<file path="src/rtl/uart_prog_loader.sv">
`default_nettype none
// ============================================================================
// Module   : uart_prog_loader
// Purpose  : UART byte command engine that writes/reads 18-bit program words.
// Revision : 1.0 - initial release
// ============================================================================
module uart_prog_loader #(
    parameter int ADDR_WIDTH   = 10,
    parameter int TIMEOUT_CLKS = 50000
) (
    input  logic                  clk_50M,
    input  logic                  reset,
    input  logic                  rx_dv,
    input  logic [7:0]            rx_byte,
    output logic                  tx_dv,
    output logic [7:0]            tx_byte,
    input  logic                  tx_done,
    output logic [ADDR_WIDTH-1:0] mem_addr,
    output logic [17:0]           mem_wdata,
    output logic                  mem_we,
    input  logic [17:0]           mem_rdata,
    output logic                  cpu_hold
);

    localparam int c_TOUT_W = $clog2(TIMEOUT_CLKS + 1);
    localparam logic [c_TOUT_W-1:0] c_TOUT_MAX = c_TOUT_W'(TIMEOUT_CLKS - 1);

    localparam logic [3:0] c_IDLE      = 4'd0;
    localparam logic [3:0] c_GET_ALO   = 4'd1;
    localparam logic [3:0] c_GET_AHI   = 4'd2;
    localparam logic [3:0] c_GET_CNT   = 4'd3;
    localparam logic [3:0] c_GET_W0    = 4'd4;
    localparam logic [3:0] c_GET_W1    = 4'd5;
    localparam logic [3:0] c_GET_W2    = 4'd6;
    localparam logic [3:0] c_WR        = 4'd7;
    localparam logic [3:0] c_RD_ADDR   = 4'd8;
    localparam logic [3:0] c_RD_WAIT   = 4'd9;
    localparam logic [3:0] c_SEND      = 4'd10;
    localparam logic [3:0] c_SEND_WAIT = 4'd11;
    localparam logic [3:0] c_ACK       = 4'd12;

    localparam logic [7:0] c_CMD_WRITE = 8'h01;
    localparam logic [7:0] c_CMD_READ  = 8'h02;
    localparam logic [7:0] c_CMD_PING  = 8'h03;
    localparam logic [7:0] c_RSP_PING  = 8'h18;
    localparam logic [7:0] c_RSP_ERR   = 8'hEE;
    localparam logic [7:0] c_RSP_ACK   = 8'hA5;

    // What SEND_WAIT does once the current byte has left the transmitter
    localparam logic [1:0] c_AFT_IDLE = 2'd0;
    localparam logic [1:0] c_AFT_READ = 2'd1;
    localparam logic [1:0] c_AFT_ACK  = 2'd2;

    logic [3:0]            r_state;
    logic                  r_is_write;
    logic [ADDR_WIDTH-1:0] r_addr;
    logic [7:0]            r_alo;
    logic [7:0]            r_cnt;
    logic [17:0]           r_word;
    logic [7:0]            r_csum;
    logic [c_TOUT_W-1:0]   r_tout;
    logic [7:0]            r_tx_byte;
    logic                  r_cpu_hold;
    logic [1:0]            r_after;
    logic [1:0]            r_bidx;

    logic w_in_get;
    logic w_tout_hit;

    assign w_in_get   = (r_state >= c_GET_ALO) && (r_state <= c_GET_W2);
    assign w_tout_hit = w_in_get && !rx_dv && (r_tout == c_TOUT_MAX);

    assign tx_dv     = (r_state == c_SEND);
    assign mem_we    = (r_state == c_WR);
    assign tx_byte   = r_tx_byte;
    assign mem_addr  = r_addr;
    assign mem_wdata = r_word;
    assign cpu_hold  = r_cpu_hold;

    always_ff @(posedge clk_50M) begin
        if (reset) begin
            r_state    <= c_IDLE;
            r_is_write <= 1'b0;
            r_addr     <= '0;
            r_alo      <= '0;
            r_cnt      <= '0;
            r_word     <= '0;
            r_csum     <= '0;
            r_tout     <= '0;
            r_tx_byte  <= '0;
            r_cpu_hold <= 1'b0;
            r_after    <= c_AFT_IDLE;
            r_bidx     <= '0;
        end else begin
            // Inter-byte idle counter; a byte arriving on the expiry cycle wins
            if (!w_in_get || rx_dv) begin
                r_tout <= '0;
            end else begin
                r_tout <= r_tout + c_TOUT_W'(1);
            end

            if (w_tout_hit) begin
                r_tx_byte <= c_RSP_ERR;
                r_after   <= c_AFT_IDLE;
                r_state   <= c_SEND;
            end else begin
                case (r_state)
                    c_IDLE: begin
                        if (rx_dv) begin
                            r_is_write <= (rx_byte == c_CMD_WRITE);
                            r_csum     <= '0;
                            r_after    <= c_AFT_IDLE;
                            case (rx_byte)
                                c_CMD_WRITE: begin
                                    r_cpu_hold <= 1'b1;
                                    r_state    <= c_GET_ALO;
                                end
                                c_CMD_READ: r_state <= c_GET_ALO;
                                c_CMD_PING: begin
                                    r_tx_byte <= c_RSP_PING;
                                    r_state   <= c_SEND;
                                end
                                default: begin
                                    r_tx_byte <= c_RSP_ERR;
                                    r_state   <= c_SEND;
                                end
                            endcase
                        end
                    end
                    c_GET_ALO: if (rx_dv) begin
                        r_alo   <= rx_byte;
                        r_state <= c_GET_AHI;
                    end
                    c_GET_AHI: if (rx_dv) begin
                        r_addr  <= ADDR_WIDTH'({rx_byte, r_alo});
                        r_state <= c_GET_CNT;
                    end
                    c_GET_CNT: if (rx_dv) begin
                        r_cnt   <= rx_byte;
                        r_state <= r_is_write ? c_GET_W0 : c_RD_ADDR;
                    end
                    c_GET_W0: if (rx_dv) begin
                        r_word[7:0] <= rx_byte;
                        r_state     <= c_GET_W1;
                    end
                    c_GET_W1: if (rx_dv) begin
                        r_word[15:8] <= rx_byte;
                        r_state      <= c_GET_W2;
                    end
                    c_GET_W2: if (rx_dv) begin
                        r_word[17:16] <= rx_byte[1:0];
                        r_state       <= c_WR;
                    end
                    c_WR: begin
                        // Only the low byte of each word contributes to the 8-bit XOR
                        r_csum <= r_csum ^ r_word[7:0];
                        r_addr <= r_addr + ADDR_WIDTH'(1);
                        if (r_cnt == 8'd0) begin
                            r_tx_byte <= c_RSP_ACK;
                            r_after   <= c_AFT_ACK;
                            r_state   <= c_SEND;
                        end else begin
                            r_cnt   <= r_cnt - 8'd1;
                            r_state <= c_GET_W0;
                        end
                    end
                    c_RD_ADDR: r_state <= c_RD_WAIT;
                    c_RD_WAIT: begin
                        r_word    <= mem_rdata;
                        r_tx_byte <= mem_rdata[7:0];
                        r_bidx    <= 2'd0;
                        r_after   <= c_AFT_READ;
                        r_state   <= c_SEND;
                    end
                    c_SEND: r_state <= c_SEND_WAIT;
                    c_SEND_WAIT: if (tx_done) begin
                        case (r_after)
                            c_AFT_READ: begin
                                if (r_bidx == 2'd0) begin
                                    r_tx_byte <= r_word[15:8];
                                    r_bidx    <= 2'd1;
                                    r_state   <= c_SEND;
                                end else if (r_bidx == 2'd1) begin
                                    r_tx_byte <= {6'b0, r_word[17:16]};
                                    r_bidx    <= 2'd2;
                                    r_state   <= c_SEND;
                                end else if (r_cnt == 8'd0) begin
                                    r_state <= c_IDLE;
                                end else begin
                                    r_cnt   <= r_cnt - 8'd1;
                                    r_addr  <= r_addr + ADDR_WIDTH'(1);
                                    r_state <= c_RD_ADDR;
                                end
                            end
                            c_AFT_ACK: r_state <= c_ACK;
                            default: begin
                                r_cpu_hold <= 1'b0;
                                r_state    <= c_IDLE;
                            end
                        endcase
                    end
                    c_ACK: begin
                        r_tx_byte <= r_csum;
                        r_after   <= c_AFT_IDLE;
                        r_state   <= c_SEND;
                    end
                    default: r_state <= c_IDLE;
                endcase
            end
        end
    end

endmodule
`default_nettype wire

</file>
<file path="config.mk">
export PLATFORM = sky130hd
export DESIGN_NAME = uart_prog_loader
export DESIGN_NICKNAME = d
export VERILOG_FILES = /design/src/rtl/uart_prog_loader.sv
export SDC_FILE = /design/constraint.sdc
export NUM_CORES = 1
export LEC_CHECK = 0
export CAP_MARGIN = 20
export CORE_UTILIZATION = 45
export DETAILED_ROUTE_END_ITERATION = 7
export PLACE_DENSITY = 0.67
export SYNTH_ARGS = -nofsm -noshare
export SYNTH_HDL_FRONTEND = slang
export SYNTH_SLANG_ARGS = --single-unit
</file>
<file path="constraint.sdc">
create_clock -name clk_50M -period 2.6 [get_ports clk_50M]
set_input_delay 0.52 -clock clk_50M [delete_from_list [all_inputs] [get_ports clk_50M]]
set_output_delay 0.52 -clock clk_50M [all_outputs]
set_load 0.05 [all_outputs]
</file>
Word-level counts from Yosys, hierarchy flattened
Index checks and enable logic that the tools add are counted.

$add $sub $neg: 3. $lt $le $gt $ge: 2. Equal/unequal tests: 48. Multiplexer cells: 59. Bitwise gates (word level): 2. Reductions and logical operators: 40.

Operator list (number): $mux 8 (14); $pmux 8 s2 (4); $mux 10 (6); $mux 4 (15); $pmux 4 s12 (1); $pmux 8 s5 (1); $ne 3x3->1 const B (11); $ne 2x2->1 const B (15); $pmux 10 s3 (1); $pmux 8 s3 (1); $reduce_and 8->1 (3); $reduce_and 3->1 (7); $reduce_and 7->1 (3); $eq 4x4->1 const B (5); $add 16x1->16 const B (1); $eq 16x16->1 const B (1); $eq 4x3->1 const B (4); $eq 8x2->1 const B (2); $mux 2 (7); $reduce_bool 2->1 (6); $add 10x1->10 const B (1); $reduce_or 2->1 (5); $eq 4x2->1 const B (2); $eq 8x1->1 const B (1); other kinds (28) (37).

Register bits: 86. Input bits: 30. Output and inout port bits: 39. Word-level logic and storage cells: 170.

Longest topological paths before layout
Gate-level depths: netlist (run 1).

Word-level depth: 8. Mapped depth: 9.

Least setup slack after synthesis (run 1)
Ideal clock, no wire load.

Path kind: input port to flip-flop. From: input port rx_byte[1]. To: register r_tx_byte[7] (netlist: tx_byte[7]). Arrival time: 1935 ps. Data required time: 2481 ps. Slack: 546 ps. Stages: 6. Cell sequence: clkbuf_1 xor2_1 and3_1 a2111o_1 a211o_1 o221a_1.

Longest elaborated chain between the ends: 6.

Ends and longest elaborated chain: start: declaration (line 14) `input logic [7:0] rx_byte,`; $eq 8x1->1 or $eq 8x2->1 (tied branches) (line 113) `case (rx_byte)`; $reduce_or 2->1 (no line); $pmux 8 s2 (line 113); $mux 8 (line 109) `if (rx_dv) begin`; $pmux 8 s5 (line 107) `case (r_state)`; $mux 8 (line 102) `if (w_tout_hit) begin`; end signal: assignment (line 103) `r_tx_byte <= c_RSP_ERR;`; end signal: assignment (line 120) `r_tx_byte <= c_RSP_PING;`; end signal: assignment (line 124) `r_tx_byte <= c_RSP_ERR;`; end: declaration (line 62) `logic [7:0] r_tx_byte;`.

Parallel ways exist; a longest one is shown, timed or not. The select of a mux whose other input is x is not followed. A chain may end at the register's enable or synchronous reset.

Final worst setup path (run 1)
From: register r_state[0]. To: output port mem_we.

Longest elaborated chain between the ends: 1.

Ends and longest elaborated chain: start: declaration (line 54) `logic [3:0] r_state;`; start signal: assignment (line 82) `r_state <= c_IDLE;`; start signal: assignment (line 105) `r_state <= c_SEND;`; start signal: assignment (line 116) `r_state <= c_GET_ALO;`; $eq 4x3->1 (line 74) `assign mem_we = (r_state == c_WR);`; end: declaration (line 20) `output logic mem_we,`.

Every way passes these cells.

==> results of run 1 <==
## power by group
group	leakage (nW)	internal [mW]	switching [mW]
combinational	1.29	0.347	0.545
sequential	0.696	1.38	0.0917
clock	0.106	0.540	0.501
total	2.09	2.27	1.14
## critical path, stage by stage, from the launching register on
cell      delay [ns]
dfxtp_1         0.68
buf_4           0.27
nand4b_1        0.13
buf_4           0.19
inv_1           0.12
buf_12          0.15
## synth_stat cells, types with 3 or more instances
cell,instances,share of area [%]
a31oi_1,4,0.53
o311ai_0,4,0.74
a222oi_1,4,0.85
clkbuf_1,16,1.3
buf_6,6,1.4
or3_1,3,0.40
nand2b_1,5,0.66
o32ai_1,4,0.74
a311oi_1,13,2.4
mux2i_1,14,3.0
nor2_1,78,6.2
a211oi_1,17,2.7
o31a_1,4,0.74
nand3_1,18,1.9
nor4_1,5,0.66
buf_2,6,0.64
nand4_1,5,0.66
o31ai_1,5,0.80
buf_4,6,0.96
and3_1,4,0.53
xnor2_1,9,1.7
a22oi_1,3,0.48
ha_1,6,1.6
o21ai_1,6,0.64
a2111oi_0,3,0.56
a21o_1,6,0.96
nor2b_1,8,1.1
xor2_1,13,2.4
inv_1,17,1.4
or4_4,3,0.72
nand4b_1,3,0.56
or4_1,4,0.64
nor3_1,13,1.4
nand3b_1,3,0.48
o21ai_0,11,1.2
nor3_2,3,0.64
and2_1,3,0.40
dfxtp_1,86,37
nand2_1,59,4.7
a21oi_1,42,4.5
## cell families (layout without fill, tap and decap cells)
| family | Yosys count | count (layout) | share of synthesized area, % |
|---|---|---|---|
| AOI/OAI and AO/OA | 154 | 154 | 23.8 |
| DFF | 86 | 86 | 36.5 |
| xor gates and xnor gates | 22 | 22 | 4.09 |
| and+or+nand+nor | 234 | 234 | 25.1 |
| adders and majority gates | 6 | 6 | 1.59 |
| buffers and inverters | 52 | 142 | 5.76 |
| muxes | 15 | 15 | 3.21 |
## through the flow
stage                     cells  setup slack [ns]  util (%)  power, mW
after CTS                   792             0.195      59.2       3.41
after detailed placement    776            0.0586      57.0       2.38
after global placement      776            0.0972      57.0       2.37
final                       792             0.181      59.2       3.41
after floorplan             569             0.546         -       2.09
after global routing        792            0.0916      59.2       3.55
## area by class of cell
cell class	count	area, um^2
Clock buffer	10	128
Multi-Input combinational cell	431	2720
Inverter	17	63.8
Timing Repair Buffer	109	1000
Tap cell	133	166
Sequential cell	86	1720
Fill cell	938	4060
Clock inverter	6	86.3
## layer usage
metal	vias up	wire length (um)	GRT usage, %
li1	2246	-	-
met4	0	155	7.76
met2	159	6280	39.7
met1	2217	6440	35.5
met5	-	0	0
met3	15	891	5.76
## state kept, by name (all words and copies together) (netlist names)
name        cells
tx_byte         8
cpu_hold        1
r_alo           8
mem_wdata      18
r_csum          8
r_state         4
mem_addr       10
r_bidx          2
r_after         2
r_cnt           8
r_tout         16
r_is_write      1
## how the worst min path moves through the flow
stage,from,to,cells after the start
6_report,r_tout[0],r_tout[0],1
2_1_floorplan,r_tout[0],r_tout[0],1
5_1_grt,r_tout[0],r_tout[0],1
3_3_place_gp,r_tout[0],r_tout[0],1
3_5_place_dp,r_tout[0],r_tout[0],1
4_1_cts,r_tout[0],r_tout[0],1
==> results.tsv, run 1 <==
stage	metric	value	unit
status	outcome	finished clean	
timing	rsz0062_at_grt	no	
clock_tree	cts_sinks	86	
floorplan	core-area	9950	um^2
finish	fin_nets	690	
clock_tree	clkTransAtPathRegs	0.09	ns
critical_path	r2r-end	tx_byte[4]	
grt	grt_pass1_vias	4336	
critical_path	critPathArrivalTime	1.90	ns
timing	holdWs	0.451	ns
floorplan	die_h	104	um
clock_tree	tritoncts	built	
critical_path	crit_path_max_fanout	14	
route	viasPerCell	5.85	
timing	layout_min_cycle_time	2.42	ns
critical_path	worst_r2r_path_depth	5	
timing	fmax	413	MHz
timing	fin_crit_sh	93.0	%
floorplan	die-area	10900	um^2
pwr	peakVddDrop	0.296	mV
floorplan	io_pins	69	
clock_tree	cts_hold_buf	0	
clock_tree	root_buffer	clkbuf_8	
timing	slew_violations	0	
grt	grt_overflow_total	0	
floorplan	start_util	47.4	%
critical_path	start_kind	register	
finish	final_cell_mix	dfxtp_1 (86), nor2_1 (78), clkdlybuf4s50_1 (65), nand2_1 (59), a21oi_1 (42)	
clock_tree	cts_max_level	3	
pwr	power_density	578	nW/um^2
synth	yosys_warnings	0	
critical_path	critPathCapture	mem_we	
pwr	p_leak	2.09	nW
finish	drive_above_1_share	12.6	%
synth	async_reset_ff_share	0	%
run	max_cap_violations	0	
critical_path	end_kind	primary output	
route	drtIter0Drc	244	
finish	area.growth.synth_to_final	24.9	%
synth	syn_inst	569	
grt	globalRouteTotalUtil	25.7	%
synth	syn_avg_cell_area	8.29	um^2
critical_path	cp-startpoint	r_state[0]	
route	post-route-drc-count	0	
place	place.port_buffers	68	
worst_hold_path	min_path_type	register to register	
synth	syn_area	4710	um^2
place	place_hpwl	9.95	mm
grt	grt_max_degree	54	
place	place_area	5680	um^2
finish	diodes	0	
route	ant_nets	0	
synth	synth_edf_count	0	
grt	antenna_found_initial	0	
critical_path	r2r-start	r_state[3]	
route	wl	13.8	mm
timing	fin_skew	0.00972	ns
timing	setup_viol	0	
timing	worst_pin_slew	0.860	ns
place	gp_congestion	0.886	
clock_tree	numCtsBuffers	9	
timing	slew_headroom	42.6	%
route	drt_pre_antenna_iters	5	
synth	synth-seq-cells	86	
timing	setup_tns	0	ns
floorplan	row_count	36	
clock_tree	clock_latency	0.37	ns
synth	syn_nets	605	
clock_tree	cts_buffer_depth	2	
finish	design_area	5890	um^2
critical_path	crit_type	register to primary output	
timing	finalHoldViolCount	0	
synth	yosysSeqAreaShare	36.5	%
synth	synthFlopType	dfxtp_1	
finish	layout_commonest_cell	dfxtp_1	
critical_path	cp.required	2.08	ns
critical_path	ff2ff_setup_slack	0.23	ns
grt	grt_pass1_wl	22.3	mm
clock_tree	post_cts_buffers	0	
clock_tree	ctsResizeCount	0	
route	vias	4637	
synth	ys_types	73	
floorplan	die_w	104	um
route	wl_per_cell	17.4	um
(Power assumes the default switching activity.)
==> run 2, diff against run 1 <==
HOLD_SLACK_MARGIN = 0.1   (was default)
==> results of run 2 <==
Final layout, timing and power as in run 1 (identical DEF).
